## src/rtl/status_pkg.sv

```systemverilog
// Shared status-code definitions for the core, the collector and benches.
// Holds the code width, terminal codes and the collector state encoding.
package status_pkg;

  localparam int STAT_W = 3;

  localparam logic [STAT_W-1:0] INVALID_CODE = 3'd5;
  localparam logic [STAT_W-1:0] EOF_CODE     = 3'd6;

  typedef enum logic [1:0] {
    RUN  = 2'd0,
    HALT = 2'd1,
    DONE = 2'd2
  } state_t;

endpackage

```

## src/rtl/status_fifo.sv

```systemverilog
// Generic synchronous FIFO; pointers carry one extra wrap bit.
// Head is shown only while non-empty so the read port idles at zero.
module status_fifo #(
  parameter int DEPTH = 8,
  parameter int WIDTH = 3
) (
  input  logic             clk,
  input  logic             rst,
  input  logic             push,
  input  logic             pop,
  input  logic [WIDTH-1:0] wdata,
  output logic [WIDTH-1:0] rdata,
  output logic             full,
  output logic             empty
);

  localparam int AW = $clog2(DEPTH);

  logic [WIDTH-1:0] mem [DEPTH];
  logic [AW:0]      wptr;
  logic [AW:0]      rptr;
  logic             do_push;
  logic             do_pop;

  assign empty = (wptr == rptr);
  assign full  = (wptr[AW] != rptr[AW]) &&
                 (wptr[AW-1:0] == rptr[AW-1:0]);

  // A pop frees the head slot on the same edge, so full+pop may push.
  assign do_pop  = pop && !empty;
  assign do_push = push && (!full || do_pop);

  assign rdata = empty ? '0 : mem[rptr[AW-1:0]];

  always_ff @(posedge clk) begin
    if (do_push) begin
      mem[wptr[AW-1:0]] <= wdata;
    end
  end

  always_ff @(posedge clk or posedge rst) begin
    if (rst) begin
      wptr <= '0;
      rptr <= '0;
    end else begin
      if (do_push) begin
        wptr <= wptr + 1'b1;
      end
      if (do_pop) begin
        rptr <= rptr + 1'b1;
      end
    end
  end

endmodule

```

## src/rtl/status_collector.sv

```systemverilog
// Buffers core status codes for a valid/ready reader, stops after the
// first terminal code and reports done once that code has drained.
module status_collector #(
  parameter int                     DEPTH        = 8,
  parameter int                     STAT_W       = status_pkg::STAT_W,
  parameter int                     CNT_W        = 16,
  parameter logic [STAT_W-1:0]      INVALID_CODE = status_pkg::INVALID_CODE,
  parameter logic [STAT_W-1:0]      EOF_CODE     = status_pkg::EOF_CODE
) (
  input  logic              i_clk,
  input  logic              i_rst,
  input  logic [STAT_W-1:0] i_status,
  input  logic              i_status_valid,
  output logic [STAT_W-1:0] o_rd_data,
  output logic              o_rd_valid,
  input  logic              i_rd_ready,
  output logic [CNT_W-1:0]  o_count,
  output logic              o_halted,
  output logic              o_done,
  output logic              o_overflow
);

  import status_pkg::*;

  state_t state_q;
  state_t state_d;
  logic   push;
  logic   pop;
  logic   full;
  logic   empty;
  logic   term;

  assign push = i_status_valid && (state_q == RUN);
  assign pop  = o_rd_valid && i_rd_ready;
  assign term = (i_status == INVALID_CODE) ||
                (i_status == EOF_CODE);

  assign o_rd_valid = !empty;

  status_fifo #(
    .DEPTH (DEPTH),
    .WIDTH (STAT_W)
  ) u_fifo (
    .clk   (i_clk),
    .rst   (i_rst),
    .push  (push),
    .pop   (pop),
    .wdata (i_status),
    .rdata (o_rd_data),
    .full  (full),
    .empty (empty)
  );

  always_ff @(posedge i_clk or posedge i_rst) begin
    if (i_rst) begin
      state_q <= RUN;
    end else begin
      state_q <= state_d;
    end
  end

  always_comb begin
    state_d = state_q;
    unique case (state_q)
      RUN:     if (push && term) state_d = HALT;
      HALT:    if (empty)        state_d = DONE;
      DONE:    state_d = DONE;
      default: state_d = RUN;
    endcase
  end

  always_comb begin
    o_halted = (state_q != RUN);
    o_done   = (state_q == DONE);
  end

  // Dropped codes still count; only the FIFO entry is lost.
  always_ff @(posedge i_clk or posedge i_rst) begin
    if (i_rst) begin
      o_count    <= '0;
      o_overflow <= 1'b0;
    end else if (push) begin
      if (o_count != '1) begin
        o_count <= o_count + 1'b1;
      end
      if (full && !pop) begin
        o_overflow <= 1'b1;
      end
    end
  end

endmodule
```

## config.mk

```make
export PLATFORM = sky130hd
export DESIGN_NAME = status_collector
export DESIGN_NICKNAME = d
export VERILOG_FILES = /design/src/rtl/status_pkg.sv /design/src/rtl/status_fifo.sv /design/src/rtl/status_collector.sv
export SDC_FILE = /design/constraint.sdc
export NUM_CORES = 1
export LEC_CHECK = 0
export CORE_AREA = 2 2 88 90
export CTS_BUF_LIST = sky130_fd_sc_hd__clkbuf_4
export DETAILED_ROUTE_END_ITERATION = 16
export DIE_AREA = 0 0 90 92
export GPL_TIMING_DRIVEN = 0
export PLACE_DENSITY = 0.53
export SYNTH_ARGS = -nofsm -noshare
export SYNTH_HDL_FRONTEND = slang
export SYNTH_HIERARCHICAL = 1
export SYNTH_SLANG_ARGS = --single-unit
```

## constraint.sdc

```tcl
create_clock -name i_clk -period 3.51 [get_ports i_clk]
set_clock_uncertainty 0.2 [all_clocks]
set_input_delay 1.053 -clock i_clk [delete_from_list [all_inputs] [get_ports i_clk]]
set_output_delay 1.053 -clock i_clk [all_outputs]
set_load 0.03 [all_outputs]
```

==> Yosys cells after proc, flatten, opt, wreduce, memory -nomap -nowiden <==
Memory sizes are Yosys's and may differ from the RTL's.
Index checks and enable logic that the tools add are counted.
Widths: inputs -> output; s select.
{ "classes": {"add_sub_neg": 3, "eq_ne": 10, "n_mux": 6, "n_reduce_logical": 17} }
{ "op_table": {"columns": ["cell", "n"], "rows": [
  ["$add 16x1->16 const B", 1],
  ["$ne 16x16->1 const B", 1],
  ["$add 4x1->4 const B", 2],
  ["$logic_and 1x1->1", 7],
  ["$eq 3x3->1 const B", 2],
  ["$pmux 2 s3", 1],
  ["$reduce_and 2->1", 3],
  ["$eq 4x4->1", 1],
  ["$mux 2", 2],
  ["$ne 2x1->1 const B", 2],
  ["$eq 3x3->1", 1],
  ["$logic_not 1->1", 3],
  ["$mux 3", 1],
  ["$eq 2x1->1 const B", 1],
  ["$eq 2x2->1 const B", 1],
  ["$logic_not 2->1", 1],
  ["$logic_or 1x1->1", 2],
  ["$mux 1", 2],
  ["$reduce_bool 2->1", 1],
  ["$ne 1x1->1", 1]
]} }
{ "totals": {"reg_bits": 27, "mem_bits_rw": 24, "elab_cells": 42, "n_memories": 1} }
{ "mem_list": {"columns": ["memory", "depth", "word_bits", "read_ports", "rd_clocked_by_memory_dff", "write_ports", "line", "text"], "rows": [
  ["u_fifo.mem", 8, 3, 1, 0, 1, "status_fifo.sv:19", "logic [WIDTH-1:0] mem [DEPTH];"]
]} }

==> Logic depth before layout (Yosys ltp) <==
{ "logic_depth": {"ltp_word": 8, "ltp_mapped": 10, "depth_no_buf": 7} }

==> By module <==
The synthesis kept the hierarchy.
{ "by_module_without_submodules": {"columns": ["mod", "instances", "cells_each", "area_per_inst_um2"], "rows": [
  ["status_fifo", 1, 97, 1498.9],
  ["status_collector", 1, 93, 1006.0]
]} }

==> Worst setup path after synthesis <==
No wires, ideal clock.
{ "synth_path": {"path_type": "reg-to-output", "start": "reg u_fifo.rptr[0]", "end": "out o_rd_data[0]", "t_arrival_ps": 1411, "t_required_ps": 2257, "setup_slack_ps": 846, "stages_incl_launch_ff": 6, "path_cell_list": "dfrtp_1 buf_6 xnor2_1 and4_1 buf_6 nor2_1"} }
{ "synth_via": {"elab_chain_len": 2, "elab_cells_between_ends": 3} }
{ "synth_lines": {"columns": ["item", "line", "text"], "rows": [
  ["start: declaration", "status_fifo.sv:21", "logic [AW:0] rptr;"],
  ["start signal: assignment", "status_fifo.sv:50", "rptr <= rptr + 1'b1;"],
  ["$eq 4x4->1", "status_fifo.sv:25", "assign empty = (wptr == rptr);"],
  ["named net empty", "status_collector.sv:30", "logic empty;"],
  ["$mux 3", "status_fifo.sv:33", "assign rdata = empty ? '0 : mem[rptr[AW-1:0]];"],
  ["end: declaration", "status_collector.sv:14", "output logic [STAT_W-1:0] o_rd_data,"]
]} }
The timed path passes the listed nets, and every way through them passes these cells.

==> Worst setup path in the final report <==
{ "layout_path": {"start": "reg u_fifo.rptr[0]", "end": "out o_rd_data[0]"} }
{ "layout_via": {"elab_chain_len": 2, "elab_cells_between_ends": 3} }
{ "layout_lines": {"columns": ["item", "line"], "rows": [
  ["$mem_v2 8x3 or $eq 4x4->1 (tied branches)", null],
  ["$mux 3 *", "status_fifo.sv:33"]
]} }
Mark *: on every way between the ends. The rest lies on a longest branch, timed or not.

==> flow_summary.ini <==
[synth]
synthAdderAreaFrac_pct = 3.50
synth_seq_cells = 51
synthCells = 190
synth-edff-count = 24
synth_top_family_by_area = simple AND/OR/NAND/NOR gates
muxShareOfSynthArea_pct = 9.14
synth.distinct_cells = 47
synthXorXnorAreaFrac_pct = 7.94
synth_nets = 204
synth-simple-area-share_pct = 16.1
synth_top_area_share_pct = 28.8
synth_area_leaders = edfxtp_1, dfrtp_1, mux4_2, xnor2_1, ha_1
syn_area_per_cell_um2 = 13.2
yosysSeqAreaShare_pct = 55.7
synth-async-reset-ratio_pct = 52.9
synth-compound-area-share_pct = 3.65
yosys_warnings = 6
netlist_area_mm2 = 0.00250
synthFlopType = dfrtp_1
yosysTopAreaCell = edfxtp_1

[die]
num_rows = 32
dieHeight_um = 92
coreArea_mm2 = 0.00745
die_w_um = 90
dieArea_mm2 = 0.00828
pin_count = 30
start_util_pct = 33.6

[place]
dp_cells = 321
io_buffer_count = 29
finalWeightedCongestion = 0.736
hpwlAfterDp_um = 3430

[drt]
vias_per_cell = 4.74
firstDrtPassIters = 4
final_antenna_net_count = 0
wl_per_cell_um = 14.4
wl_um = 4720
drtIter0Drc = 91
drc_errors = 0
vias = 1559

[grt]
grtUsageTotal_pct = 12.3
antenna_found_initial = 0
grt_pass1_wl_um = 8010
grt_pass1_vias = 1620
overflow = 0
grt_max_degree = 20

[power]
clkPwrFrac_pct = 12.8
total_power_w = 0.00225
combPwrFrac_pct = 49.5
vdd_drop_max_mv = 0.361
p_leak_nw = 1.15
pwr-share-seq_pct = 37.7
p_int_w = 0.00134
p_switching_w = 0.000910
power.density_mw_per_mm2 = 751
netSwitchingFraction_pct = 40.5

[cts]
cts_tree = yes
ctsRootBufferMaster = clkbuf_4
htree_levels = 2
cts.sinks = 51
post_cts.repair.setup_buffers = 0
numCtsBuffers = 5
insertion_delay_ns = 0.38
clkTransAtPathRegs_ns = 0.16
clk_path_buf_depth = 2

[cells_and_area]
nNetsFinal = 240
drive_above_1_share_pct = 16.3
diodes = 0
areaGrowthSynthToFinish_pct = 19.5
n_fill_cell = 746
final_cells = 329

[sta]
hold_viol = 0
setup-violations-final = 0
rsz0062_at_grt = no
worst_pin_slew_ns = 0.741
fin_crit_sh_pct = 93.1
maxSlewHeadroom_pct = 50.5
slew_violations = 0
min_period_ns = 3.27
setup_tns_ns = 0
clock.fmax_mhz = 306

[worst_setup_path]
critical_path.endpoint = o_rd_data[0]
reg2reg_slack_ns = 0.73
worstSetupEndpointType = primary output
path_max_fanout = 9
critPathKind = reg -> out
worstReg2RegEnd = u_fifo/mem[3][0]
critPathLaunch = u_fifo/rptr[0]
r2r_start = u_fifo/rptr[0]
required_ns = 2.26
crit_arrival_ns = 2.01
cp-start-kind = flip-flop
r2r_cells = 8

[outcome]
status = finished clean

[job]
timing.max_cap.violations = 0

[hold_path]
min-delay-start = o_overflow
hp-class = reg -> reg
## synth_stat cells, types with 2 or more instances
cell,instances
xnor2_1,14
nand4_1,7
mux2i_1,3
o21ai_0,3
nand3_1,11
edfxtp_1,24
inv_1,7
xor2_1,5
nor3_1,5
mux4_2,6
mux2_2,2
nor2b_1,3
buf_2,3
buf_6,4
nor4_1,5
nand4_2,2
nor2_1,12
and3_1,4
nand2_1,8
dfrtp_1,27
mux2_4,2
xnor2_2,2
ha_1,7
## cell families after synthesis
family                     count (synthesis)
DFF                                       51
xor gates and xnor gates                  21
adders and majority gates                  7
buffers and inverters                     16
and+or+nand+nor                           69
AOI/OAI and AO/OA                         12
muxes                                     14
## area by class of cell
cell class / count / area, µm² / area share, %
Tap cell: 102 / 128 / 4.26
Clock inverter: 3 / 26.3 / 0.878
Multi-Input combinational cell: 123 / 1020 / 34.2
Timing Repair Buffer: 29 / 285 / 9.53
Sequential cell: 51 / 1400 / 46.7
Buffer: 9 / 71.3 / 2.38
Inverter: 7 / 26.3 / 0.878
Clock buffer: 5 / 37.5 / 1.25
## flip-flops by register name, summed over array words and instances (netlist names)
signal / count
u_fifo/mem: 24
o_count: 16
u_fifo/rptr: 4
u_fifo/wptr: 4
state_q: 2
o_overflow: 1
## placed cells by master, fill, tap and decap left out, types with 3 or more instances in the layout
cell	count
nor2_1	12
dlygate4sd2_1	4
mux4_2	6
xnor2_1	14
clkdlybuf4s50_1	25
edfxtp_1	24
buf_2	3
nor4_1	5
inv_1	7
xor2_1	5
ha_1	7
nand4_1	7
nor2b_1	3
o21ai_0	3
clkbuf_4	5
buf_6	4
mux2i_1	3
nand3_1	11
dfrtp_1	27
and3_1	4
nor3_1	5
nand2_1	8
## layer usage
layer | part of all wire (%) | track usage, %
met1 | 49 | 16.2
met3 | 3.0 | 2.79
met4 | 1.1 | 3.72
met5 | 0 | 0
met2 | 47 | 20.2
## critical path, stage by stage (launching register included)
cell and delay [ns]:
dfrtp_1 0.40, buf_6 0.18, mux4_2 0.53, mux2i_1 0.14, nor2_1 0.05, dlygate4sd2_1 0.35
## metrics by stage
step | util [%] | worst slack (ns) | hold slack (ns) | cell area, µm²
2_1_floorplan | - | 0.846 | 0.306 | 2500
3_3_place_gp | 39.2 | -0.0509 | 0.252 | 2920
3_5_place_dp | 39.2 | -0.00647 | 0.252 | 2920
4_1_cts | 40.2 | 0.205 | 0.289 | 2990
5_1_grt | 40.2 | 0.0899 | 0.309 | 2990
6_report | 40.2 | 0.243 | 0.281 | 2990
## repair_timing
item                       in CTS  in global routing
resized for setup               5                  0
setup endpoints to repair       4                  0
hold buffers                    0                  0
## worst min-delay path by stage
| stage | slack [ns] | to | depth (start not counted) |
|---|---|---|---|
| after floorplan | 0.31 | state_q[1] | 1 |
| after global placement | 0.25 | o_overflow | 1 |
| after detailed placement | 0.25 | o_overflow | 1 |
| after CTS | 0.29 | o_overflow | 1 |
| after global routing | 0.31 | o_overflow | 1 |
| final | 0.28 | o_overflow | 1 |
## power by group through the flow
stage	clock network, W	logic [W]	registers (W)
after floorplan	0	0.000776	0.000895
after global placement	0	0.00114	0.000854
after detailed placement	0	0.00115	0.000853
after CTS	0.000308	0.00113	0.000850
after global routing	0.000332	0.00122	0.000868
final	0.000288	0.00111	0.000847
Power figures use the tool's default switching activity.
